[src/rtl/xfer_pkg.sv]
// Shared encodings for the shared-bus burst transfer block: FSM states and owner codes.
package xfer_pkg;

    typedef enum logic [1:0] {
        ST_IDLE  = 2'd0,
        ST_XFER1 = 2'd1,
        ST_XFER2 = 2'd2,
        ST_DONE  = 2'd3
    } xfer_state_e;

    localparam logic [1:0] OWN_NONE = 2'd0;
    localparam logic [1:0] OWN_C1   = 2'd1;
    localparam logic [1:0] OWN_C2   = 2'd2;

    function automatic logic [1:0] owner_of(input xfer_state_e st);
        case (st)
            ST_XFER1: owner_of = OWN_C1;
            ST_XFER2: owner_of = OWN_C2;
            default:  owner_of = OWN_NONE;
        endcase
    endfunction

endpackage

[src/rtl/xfer_beat_counter.sv]
// Beat counter for one burst; 'last' flags the accepted beat that closes the burst.
module xfer_beat_counter
    import xfer_pkg::*;
#(
    parameter int BURST_LEN = 4
) (
    input  logic clock,
    input  logic reset_n,
    input  logic inc,
    output logic last
);

    localparam int CW = $clog2(BURST_LEN) + 1;
    localparam logic [CW-1:0] LAST_CNT = CW'(BURST_LEN - 1);

    logic [CW-1:0] cnt_q, cnt_d;

    assign last = inc && (cnt_q == LAST_CNT);

    // Wrap to zero on the closing beat so the next burst starts clean.
    always_comb begin
        cnt_d = cnt_q;
        if (last)
            cnt_d = '0;
        else if (inc)
            cnt_d = cnt_q + CW'(1);
    end

    always_ff @(posedge clock or negedge reset_n) begin
        if (!reset_n)
            cnt_q <= '0;
        else
            cnt_q <= cnt_d;
    end

endmodule

[src/rtl/shared_bus_xfer.sv]
// Grants one of two clients a fixed-length burst onto a shared valid/ready bus.
// Optional even-parity output enabled by defining SHARED_BUS_XFER_PARITY_EN.
module shared_bus_xfer
    import xfer_pkg::*;
#(
    parameter int DATA_W    = 8,
    parameter int BURST_LEN = 4
) (
    input  logic              clock,
    input  logic              reset_n,
    input  logic              grant1,
    input  logic              grant2,
    input  logic [DATA_W-1:0] c1_data,
    input  logic [DATA_W-1:0] c2_data,
    input  logic              c1_valid,
    input  logic              c2_valid,
    output logic              c1_ready,
    output logic              c2_ready,
    output logic [DATA_W-1:0] bus_data,
    output logic              bus_valid,
    input  logic              bus_ready,
    output logic [1:0]        owner,
    output logic              burst_done
`ifdef SHARED_BUS_XFER_PARITY_EN
   ,output logic              bus_parity
`endif
);

    xfer_state_e state_q, state_d;
    logic        inc, last;

    xfer_beat_counter #(.BURST_LEN(BURST_LEN)) u_cnt (
        .clock   (clock),
        .reset_n (reset_n),
        .inc     (inc),
        .last    (last)
    );

    // Pass-through is purely combinational from the registered owner.
    always_comb begin
        state_d   = state_q;
        bus_valid = 1'b0;
        bus_data  = '0;
        c1_ready  = 1'b0;
        c2_ready  = 1'b0;
        inc       = 1'b0;
        case (state_q)
            ST_IDLE: begin
                if (grant1)
                    state_d = ST_XFER1;
                else if (grant2)
                    state_d = ST_XFER2;
            end
            ST_XFER1: begin
                bus_valid = c1_valid;
                bus_data  = c1_data;
                c1_ready  = bus_ready;
                inc       = c1_valid && bus_ready;
                if (last)
                    state_d = ST_DONE;
            end
            ST_XFER2: begin
                bus_valid = c2_valid;
                bus_data  = c2_data;
                c2_ready  = bus_ready;
                inc       = c2_valid && bus_ready;
                if (last)
                    state_d = ST_DONE;
            end
            default: state_d = ST_IDLE;
        endcase
    end

    always_ff @(posedge clock or negedge reset_n) begin
        if (!reset_n)
            state_q <= ST_IDLE;
        else
            state_q <= state_d;
    end

    assign owner      = owner_of(state_q);
    assign burst_done = (state_q == ST_DONE);

`ifdef SHARED_BUS_XFER_PARITY_EN
    assign bus_parity = bus_valid & (^bus_data);
`endif

endmodule

[config.mk]
export PLATFORM = sky130hd
export DESIGN_NAME = shared_bus_xfer
export DESIGN_NICKNAME = d
export VERILOG_FILES = /design/src/rtl/xfer_pkg.sv /design/src/rtl/xfer_beat_counter.sv /design/src/rtl/shared_bus_xfer.sv
export SDC_FILE = /design/constraint.sdc
export NUM_CORES = 1
export LEC_CHECK = 0
export BUFFER_PORTS_ARGS = -buffer_cell sky130_fd_sc_hd__buf_4
export CORE_AREA = 2 2 39 41
export DETAILED_ROUTE_END_ITERATION = 6
export DIE_AREA = 0 0 41 43
export PLACE_DENSITY = 0.8
export SYNTH_ARGS = -nofsm -noshare
export SYNTH_HDL_FRONTEND = slang
export SYNTH_SLANG_ARGS = --single-unit
[constraint.sdc]
create_clock -name clock -period 2.9 [get_ports clock]
set_input_delay 0.145 -clock clock [delete_from_list [all_inputs] [get_ports clock]]
set_output_delay 0.145 -clock clock [all_outputs]
set_load 0.05 [all_outputs]
==> results.md, run 1 <==
- Num rows: 14
- Worst skew pair latency: approximately 0.25 ns
- Dpl cell area: ~840 sq um
- Reg power frac: 0.157
- Clock skew: 0.00541 ns
- Post-CTS sizing: 0
- Tightest Hold Check Type: input pin to asynchronous set/reset pin
- Post-CTS Repair Setup Buffers: 0
- Crit path buffers/inverters: 1
- Via Count: about 600
- DRT antenna net count: 0
- Core ar.: between 1000 and 1500 sq um
- Placed cell count: 110
- Most Frequent Cell on Critical Path: mux2_4
- Min Tclk post-route: 1.93 ns
- Area growth from synthesis to layout: 56.6%
- Clock Sinks: 5
- Final hold vios: 0
- WL/cell: around 13 um
- Wire length of the first global-routing pass: about 2.4 mm
- H-tree Lvls: 1
- Int Power: about 410 uW
- DIE AREA: between 1500 and 2000 sq um
- Vias per inst: between 5 and 6
- Total number of yosys warnings: 0
- Top cells by count, synth: 11 x nor2b_1, 10 x a22oi_1, 8 x ha_1
- Seq/Total Area, Yosys: 0.225
- Slew Limit Fails: 0
- CP endpoint kind: register
- Combinational cell fraction of total power: 0.745
- Final Cycle Share: 0.667
- Total negative setup slack: 0 ns
- DRC violation count after routing: 0
- Mapped Avg Cell Area: 9.13 sq um
- TritonCTS clock tree: built
- Mapped Nets: 92
- Max_cap viols: 0
- # hold bufs at CTS: 1
- Syn Inst Count: 61
- Most frequent cell after synthesis: nor2b_1
- Non-Filler Instances: between 100 and 150
- Nets: 131
- Fill count: 118
- Largest net degree at the start of global routing: 15
- Sw Pwr: approximately 430 uW
- Dpl ws: 0.971 ns
- Delay-heaviest family, CP: multiplexers
- Switching share of power: 0.512
- Required @ worst endpoint: approximately 3.0 ns
- Share of layout cells above drive strength 1: 0.444
- Worst Path Arrival: roughly 2.1 ns
- Drt first pass iters: 4
- Mapped Area: between 500 and 600 sq um
- Async SR Flop Fraction: 1.00
- Synth top area cells: dfrtp_1 22%, ha_1 18%, a22oi_1 13%, nor2b_1 12%, mux2_4 11%
- EDFF count, synth: 0
- Power Dens Cells: about 960 nW/um^2
- Vias in the first global route: about 580
- Ordered cell list for the critical path: inv_1, ha_1, mux2_4, and3_4, mux2_4
- CP max-delay cell: dfrtp_1
- Max frequency: 517 MHz
- I/O Buffers: 36
- Critical path class: register to register
- GRT Overall Usage: 0.198
- Clock tree buffer depth: 2
- CTS buffer count: 3
- Number of synthesized register bits: 5
- DRT iter0 DRCs: 10
- Crit-path max FO: 11
- Number of antenna violations at the first check in global routing: 0
- Yosys top cell by area: dfrtp_1
- Placer Congestion: 0.721
- Design area: approximately 870 sq um
- Die Wd: 41 um
- Clock Tree Root: clkbuf_4
- Initial Utilization: 0.402
- ANT cells: 0
- Worst Slack Setup Final: approximately 0.97 ns
- Clk slew on worst S/H paths: around 0.050 ns
- Share of total power in the clock network: 0.098
- Status: complete, no violations
- Worst slew pin tran: around 0.40 ns
- Top cell type's share of synthesized area: 0.225
- Top-Level Pins: 37
- Max transition margin: 0.736
- LEAKAGE: roughly 0.00044 uW
- Final Setup Violations: 0
- CP max stage delay: 0.44 ns
- Yosys cell types: 17
- Maximum vdd drop: 0.493 mV
- Critical path launch point type: register
- RSZ-0062 raised after global routing: false
- Die height: around 43 um
- Post-synth top flop: dfrtp_1
- Fin util: 0.630
- Hpwl dp: 1.23 mm
- Final WL: 1.55 mm
- Total gr overflow: 0
==> per-layer routing <==
layer  track usage  up-vias  part of all wire
met2         0.319       15              0.54
met3        0.0471        0             0.045
met5             0        -                 0
li1              -      296                 -
met4        0.0800        0                 0
met1         0.240      273              0.42
==> worst reg2reg max path, stage by stage (launching register included) <==
cell and delay (ns):
dfrtp_1 0.44, inv_1 0.13, ha_1 0.41, mux2_4 0.35
and3_4 0.21, mux2_4 0.29
==> placed cells by master (no fill, tap or decap) <==
cell | netlist | layout
a22oi_1 | 10 | 10
a2bb2oi_1 | 1 | 1
and2_1 | 2 | 2
and3_4 | 1 | 1
and3b_1 | 1 | 1
buf_4 | 0 | 36
clkbuf_1 | 3 | 1
clkbuf_4 | 0 | 3
dfrtp_1 | 5 | 5
dlygate4sd3_1 | 0 | 1
ha_1 | 8 | 8
inv_1 | 4 | 4
mux2_4 | 4 | 4
nand2_1 | 3 | 3
nand4b_1 | 1 | 1
nor2_1 | 4 | 4
nor2b_1 | 11 | 11
o211ai_1 | 1 | 1
o221ai_1 | 1 | 1
or3b_1 | 1 | 1
==> power groups by stage <==
stage          sequential (uW)  clock (uW)  combinational, uW
2_1_floorplan              124           0                473
3_3_place_gp               131           0                606
3_5_place_dp               131           0                623
4_1_cts                    131        85.4                628
5_1_grt                    135        90.7                666
6_report                   131        82.1                623
==> flip-flops by register name, summed over array words and instances (netlist names) <==
register,flops
state_q,2
u_cnt.cnt_q,3
==> kinds of logic (layout without fill, tap and decap cells) <==
kind of cell	Yosys count	count (layout)	share of synthesized area
AND/OR/NAND/NOR	24	24	0.261
AO/OA/AOI/OAI	13	13	0.180
adder cells (fa/ha/maj)	8	8	0.180
buffers and inverters	7	45	0.0472
flip-flops	5	5	0.225
multiplexers	4	4	0.108
==> area by class of cell <==
cell class / count / area (sq um) / area share
Timing Repair Buffer: 37 / 280 / 0.321
Sequential cell: 5 / 125 / 0.143
Inverter: 4 / 15.0 / 0.0172
Clock buffer: 4 / 26.3 / 0.0301
Tap cell: 16 / 20.0 / 0.0230
Multi-Input combinational cell: 49 / 405 / 0.465
==> stage by stage <==
stage	power, uW	hold slack (ns)
final	836	0.249
after global routing	892	0.254
after CTS	844	0.231
after detailed placement	754	-0.0488
after global placement	737	-0.0498
after floorplan	597	-0.151
==> path summary, 6_finish.rpt <==
kind | cells past startpoint | to | slack [ns] | from
worst min-delay path | 2 | u_cnt.cnt_q[2] | 0.25 | reset_n
max in group asynchronous | 2 | state_q[0] | 2.54 | reset_n
min in group clock | 3 | state_q[0] | 0.29 | grant1
worst min register to register | 1 | u_cnt.cnt_q[2] | 0.51 | u_cnt.cnt_q[2]
worst max-delay path | 5 | u_cnt.cnt_q[0] | 0.97 | state_q[0]
worst max register to register | 5 | u_cnt.cnt_q[0] | 0.97 | state_q[0]
Note: power is estimated with default switching activity, not from simulation.
==> run 2: changes to the inputs <==
Settings changed: ABC_AREA from default to 1, CORE_AREA 2 2 39 41 to default, CORE_MARGIN from default to 2, CORE_UTILIZATION from default to 40, DIE_AREA 0 0 41 43 to default, PLACE_DENSITY 0.8 to 0.77.
Clock period 2.9 ns to 1.9 ns, I/O delays scaled along.
==> run 2 against run 1 <==
  * Final cell count increased by 17%
  * Power increased by 99%
  * Sequential power is 65% higher
  * Worst setup slack worse by 0.83 ns
  * Via count rose by 6.8%
  * Final area fell by 1.9%
  * Flip-flop and latch count did not move
  * Critical path type is now register to output port
==> results.md, run 2 <==
- Worst R2R Start: state_q[0] (unchanged)
- ANT cells: 0 (unchanged)
- Mapped Area: 548 sq um (was 557 sq um)
- DRT iter0 DRCs: 3 (was 10)
- CP endpoint kind: output port (was register)
- Most frequent cell after synthesis: nand2_1 (was nor2b_1)
- Clock tree buffer depth: 2 (unchanged)
- Maximum vdd drop: 1.23 mV (was 0.493 mV)
- Power Dens Cells: 1950 nW/um^2 (was 958 nW/um^2)
- Vias per inst: 4.66 (was 5.08)
- Total negative setup slack: 0 ns (unchanged)
- Vias in the first global route: 506 (was 576)
- EDFF count, synth: 0 (unchanged)
- Num rows: 13 (was 14)
- RSZ-0062 raised after global routing: false (unchanged)
- Yosys top cell by area: dfrtp_1 (unchanged)
- Top-Level Pins: 37 (unchanged)
- Tightest Hold Check Type: input pin to asynchronous set/reset pin (unchanged)
- Max_cap viols: 0 (unchanged)
- Worst slew pin tran: 0.350 ns (was 0.396 ns)
- Biggest register: u_cnt.cnt_q (unchanged)
- R2R Setup Slk: 0.39 ns (was 0.97 ns)
- Seq/Total Area, Yosys: 0.228 (was 0.225)
- Area of the multi-input gates: 372 sq um (was 405 sq um)
- Hpwl dp: 1.10 mm (was 1.23 mm)
- Die Wd: 41.0 um (was 41 um)
- Clock Sinks: 5 (unchanged)
- Critical path launch point type: register (unchanged)
- Final hold vios: 0 (unchanged)
- Worst skew pair latency: 0.25 ns (about the same)
- Dpl ws: 0.336 ns (was 0.971 ns)
- Share of layout cells above drive strength 1: 0.412 (was 0.444)
- Max frequency: about 570 MHz
- RR Endpoint: state_q[1] (was u_cnt.cnt_q[0])
- Worst Slack Setup Final: 0.136 ns (was 0.966 ns)
- Clock skew: 0.00870 ns (was 0.00541 ns)
- Post-CTS Repair Setup Buffers: 0 (unchanged)
- Post-synth top flop: dfrtp_1 (unchanged)
- Final Cycle Share: 0.928
- GRT Overall Usage: 0.169 (was 0.198)
- Placer Congestion: 0.690 (was 0.721)
- Async SR Flop Fraction: 1.00 (unchanged)
- Number of antenna violations at the first check in global routing: 0 (unchanged)
- Power consumption: 1670 uW (was 836 uW)
- Min Tclk post-route: 1.76 ns
- Synth top area cells: dfrtp_1 23%, nand2_1 21%, ha_1 18%, a21oi_1 11%, inv_1 5.5% (was dfrtp_1 22%, ha_1 18%, a22oi_1 13%, nor2b_1 12%, mux2_4 11%)
- Max FFs per register: 3 (unchanged)
- Required @ worst endpoint: 1.80 ns (was 3.03 ns)
- TritonCTS clock tree: built (unchanged)
- LEAKAGE: 0.000480 uW (was 0.000439 uW)
- CTS buffer count: 3 (unchanged)
- Top cell type's share of synthesized area: 0.228 (was 0.225)
- Placed cell count: 129 (was 110)
- Area growth from synthesis to layout: 56.2% (was 56.6%)
- Yosys cell types: 16 (was 17)
- Syn Inst Count: 81 (was 61)
- Initial Utilization: 0.426 (was 0.402)
- Final Setup Violations: 0 (unchanged)
- Max transition margin: 0.766 (was 0.736)
- Total number of yosys warnings: 0 (unchanged)
- Number of synthesized register bits: 5 (unchanged)
- I/O Buffers: 36 (unchanged)
- Worst Path Arrival: 1.67 ns (was 2.06 ns)
- Nets: 151 (was 131)
- Largest registers: u_cnt.cnt_q x3, state_q x2 (unchanged)
- DRC violation count after routing: 0 (unchanged)
- Total gr overflow: 0 (unchanged)
- Wire length of the first global-routing pass: 1.81 mm (was 2.42 mm)
- Most common cell after layout, fill and taps aside: buf_4 (unchanged)
- Status: complete, no violations (unchanged)
- Worst setup startpoint: state_q[1] (was state_q[0])
- WL/cell: 10.4 um (was 13.4 um)
- Via Count: 624 (was 584)
- Largest net degree at the start of global routing: 12 (was 15)
- H-tree Lvls: 1 (unchanged)
- Fin util: 0.666 (was 0.630)
- Most frequent cells in the layout: 36 x buf_4, 30 x nand2_1, 12 x a21oi_1 (was 36 x buf_4, 11 x nor2b_1, 10 x a22oi_1)
- Fill count: 118 (unchanged)
- Final WL: 1.40 mm (was 1.55 mm)
- Clk slew on worst S/H paths: 0.05 ns (about the same)
- DIE AREA: 1680 sq um (was 1760 sq um)
- Critical path class: register to output port (was register to register)
- Clock Tree Root: clkbuf_4 (unchanged)
- Mapped Avg Cell Area: 6.77 sq um (was 9.13 sq um)
- Crit path to: bus_valid (was u_cnt.cnt_q[0])
- Mapped Nets: 112 (was 92)
- Drt first pass iters: 2 (was 4)
- Non-Filler Instances: 134 (was 115)
- R2R depth: 6 (was 5)
- DRT antenna net count: 0 (unchanged)
- Crit-path max FO: 11 (unchanged)
- Top cells by count, synth: 30 x nand2_1, 12 x a21oi_1, 8 x ha_1, 8 x inv_1, 5 x dfrtp_1 (was 11 x nor2b_1, 10 x a22oi_1, 8 x ha_1)
- Reg area: 125 sq um (unchanged)
- Slew Limit Fails: 0 (unchanged)
- Die height: 41.0 um (was 43 um)
- Core ar.: 1280 sq um (was 1380 sq um)
-- run 2: cell count changes in the layout (fill, tap and decap cells not counted), sizes merged, moves of 5 or more --
cell,previous run,this run
nor2b,11,0
a22oi,10,0
a21oi,0,12
nand2,3,35
inv,4,9
-- run 2: through the flow --
stage          area (sq um)  hold WS, ns
3_3_place_gp            817       -0.102
6_report                856        0.214
5_1_grt                 856        0.207
2_1_floorplan           548       -0.201
4_1_cts                 853        0.175
3_5_place_dp            817       -0.104
-- run 2: power breakdown --
group / leakage [uW] / switching (uW) / internal [uW] / total, uW
clock: 0.0000150 / 47.6 / 79.6 / 127
combinational: 0.000404 / 907 / 417 / 1320
sequential: 0.0000613 / 51.7 / 164 / 216
total: 0.000480 / 1010 / 661 / 1670
-- run 2: routing by layer --
metal	share of wire	global-route usage	vias to the layer above	wire (um)
li1	-	-	329	-
met1	0.39	0.164	268	551
met2	0.47	0.293	25	661
met3	0.12	0.0815	2	169
met4	0.0093	0.0833	0	13
met5	0	0	-	0
-- run 2: layout make-up --
type	count	area share
Tap cell	15	0.0219
Clock buffer	4	0.0307
Sequential cell	5	0.146
Multi-Input combinational cell	64	0.434
Timing Repair Buffer	37	0.327
Inverter	9	0.0395
-- run 2: cells by family (layout without fill, tap and decap cells) --
family          after synthesis  after routing  share of synthesized area
simple gates                 43             43                      0.358
compound gates               13             13                      0.132
buf+inv                      12             50                     0.0982
fa+ha+maj                     8              8                      0.183
flops                         5              5                      0.228
-- run 2: worst min-delay path by stage --
stage / from / to / slack, ns / cells after the start
floorplan: reset_n / state_q[0] / -0.20 / 0
CTS: reset_n / u_cnt.cnt_q[1] / 0.18 / 2
global route: reset_n / u_cnt.cnt_q[1] / 0.21 / 2
finish: reset_n / u_cnt.cnt_q[2] / 0.21 / 2
global placement: reset_n / u_cnt.cnt_q[0] / -0.10 / 1
detailed placement: reset_n / u_cnt.cnt_q[0] / -0.10 / 1
-- run 2: what timing repair did --
item / in CTS / in global routing
hold buffers: 1 / 0
endpoints found under the hold margin: 5 / 0
endpoints found under the setup margin: 0 / 1
resized for setup: 0 / 1
-- run 2: worst max-delay path: stages (launching register included) --
cell and delay, ns:
dfrtp_1 0.42, inv_1 0.11, ha_1 0.34, inv_1 0.17, a21oi_1 0.17, buf_4 0.22
==> run 3: changes to the inputs <==
Settings changed: ABC_AREA 1 to default.
==> run 3 against run 2 <==
  * Via count fell by 3.7%
  * Fmax fell by 1.1%
  * Flip-flop and latch count stayed put
  * Global-route usage increased by 4.0 points
  * First-iteration DRC count increased by 33%
  * Power fell by 20%
  * Final cell count shrank 13%
  * Sequential power fell by 5%
  * Clock power down 3%
==> results.md, run 3 (synthesis results as in run 1) <==
- Clk slew on worst S/H paths: 0.05 ns (about the same)
- Critical path launch point type: register (unchanged)
- ANT cells: 0 (unchanged)
- Most frequent cells in the layout: 39 x buf_4, 11 x nor2b_1, 10 x a22oi_1 (was 36 x buf_4, 30 x nand2_1, 12 x a21oi_1)
- WL/cell: 13.3 um (was 10.4 um)
- GRT Overall Usage: 0.208 (was 0.169)
- Tightest Hold Check Type: input pin to asynchronous set/reset pin (unchanged)
- Final Setup Violations: 0 (unchanged)
- Status: complete, no violations (unchanged)
- Vias in the first global route: 578 (was 506)
- Placed cell count: 111 (was 129)
- Number of antenna violations at the first check in global routing: 0 (unchanged)
- Required @ worst endpoint: 1.80 ns (about the same)
- Die Wd: 41.3 um (was 41.0 um)
- R2R Setup Slk: 0.19 ns (was 0.39 ns)
- Met1 Resource Use GR: 0.255 (was 0.164)
- Final WL: 1.56 mm (was 1.40 mm)
- Crit-path max FO: 9 (was 11)
- DRC violation count after routing: 0 (unchanged)
- Final Cycle Share: 0.939 (was 0.928)
- Clock Sinks: 5 (unchanged)
- Top-Level Pins: 37 (unchanged)
- H-tree Lvls: 1 (unchanged)
- Max transition margin: 0.863 (was 0.766)
- Worst R2R Start: state_q[0] (unchanged)
- Non-Filler Instances: 117 (was 134)
- Via Count: 601 (was 624)
- Share of layout cells above drive strength 1: 0.500 (was 0.412)
- RR Endpoint: u_cnt.cnt_q[2] (was state_q[1])
- Total gr overflow: 0 (unchanged)
- Max FFs per register: 3 (unchanged)
- LEAKAGE: 0.000453 uW (was 0.000480 uW)
- R2R depth: 5 (was 6)
- Clock skew: 0.00268 ns (was 0.00870 ns)
- Maximum vdd drop: 0.774 mV (was 1.23 mV)
- Most common cell after layout, fill and taps aside: buf_4 (unchanged)
- Largest net degree at the start of global routing: 11 (was 12)
- CTS buffer count: 3 (unchanged)
- Total negative setup slack: 0 ns (unchanged)
- Area growth from synthesis to layout: 61.8% (was 56.2%)
- Hpwl dp: 1.25 mm (was 1.10 mm)
- Vias per inst: 5.14 (was 4.66)
- Placer Congestion: 0.713 (was 0.690)
- Min Tclk post-route: 1.78 ns (was 1.76 ns)
- Initial Utilization: 0.428 (was 0.426)
- I/O Buffers: 36 (unchanged)
- Slew Limit Fails: 0 (unchanged)
- DIE AREA: 1710 sq um (was 1680 sq um)
- Nets: 134 (was 151)
- Critical path class: register to output port (unchanged)
- Power Dens Cells: 1480 nW/um^2 (was 1950 nW/um^2)
- Worst skew pair latency: 0.24 ns (was 0.25 ns)
- TritonCTS clock tree: built (unchanged)
- Worst slew pin tran: 0.206 ns (was 0.350 ns)
- Top Usage Layer GRT: met2 (unchanged)
- Num rows: 13 (unchanged)
- RSZ-0062 raised after global routing: false (unchanged)
- DRT iter0 DRCs: 4 (was 3)
- CP endpoint kind: output port (unchanged)
- Final hold vios: 0 (unchanged)
- Biggest register: u_cnt.cnt_q (unchanged)
- Wire length of the first global-routing pass: 2.28 mm (was 1.81 mm)
- DRT antenna net count: 0 (unchanged)
- Max frequency: 561 MHz (was 567 MHz)
- Core ar.: 1300 sq um (was 1280 sq um)
- Power consumption: 1340 uW (was 1670 uW)
- Drt first pass iters: 3 (was 2)
- Clock tree buffer depth: 2 (unchanged)
- Clock Tree Root: clkbuf_4 (unchanged)
- Die height: 41.3 um (was 41.0 um)
- Largest registers: u_cnt.cnt_q x3, state_q x2 (unchanged)
- Max_cap viols: 0 (unchanged)
- GR Layer Usage met2: 0.359 (was 0.293)
- Met3 Use GR: 0.0106 (was 0.0815)
- Worst Path Arrival: 1.69 ns (was 1.67 ns)
run 3: timing repair:
| item | 4_1_cts | 5_1_grt |
|---|---|---|
| hold buffers | 1 | 0 |
| setup buffers | 0 | 1 |
| endpoints found under the hold margin | 5 | 0 |
| setup endpoints to repair | 0 | 9 |
| resized for setup | 0 | 3 |
run 3: layer usage:
layer | part of all wire | vias to the layer above
met4 | 0 | 0
met5 | 0 | -
met1 | 0.41 | 275
li1 | - | 298
met3 | 0.066 | 0
met2 | 0.52 | 28
run 3: layout make-up:
type                            instances  area (sq um)
Multi-Input combinational cell         49           410
Fill cell                              99           400
Timing Repair Buffer                   40           303
Sequential cell                         5           126
Clock buffer                            3          22.5
Tap cell                               15          18.8
Inverter                                4          15.0
Clock inverter                          1          5.00
run 3: metrics by stage:
step / utilization / setup WS (ns) / hold slack [ns] / area [sq um]
2_1_floorplan: - / 0.00151 / -0.201 / 557
3_3_place_gp: 0.653 / 0.239 / -0.101 / 850
3_5_place_dp: 0.653 / 0.181 / -0.100 / 850
4_1_cts: 0.682 / 0.0566 / 0.171 / 887
5_1_grt: 0.692 / 0.0347 / 0.188 / 901
6_report: 0.692 / 0.116 / 0.186 / 901
run 3: worst max path at each step:
stage | slack (ns) | cells after the start | endpoint | from
floorplan | 0.002 | 5 | bus_valid | state_q[0]
global placement | 0.24 | 5 | u_cnt.cnt_q[1] | state_q[0]
detailed placement | 0.18 | 5 | u_cnt.cnt_q[2] | state_q[0]
CTS | 0.06 | 5 | bus_data[3] | state_q[1]
global route | 0.03 | 5 | bus_data[4] | state_q[1]
finish | 0.12 | 5 | bus_data[3] | state_q[1]
run 3: power by group:
part | internal (uW) | switching (uW)
clock network | 76.3 | 47.0
registers | 157 | 48.2
logic | 426 | 583
run 3: critical path: stages (launching register included):
cell	delay (ns)
dfrtp_1	0.39
inv_1	0.12
ha_2	0.40
buf_4	0.16
nor2b_1	0.15
buf_4	0.22
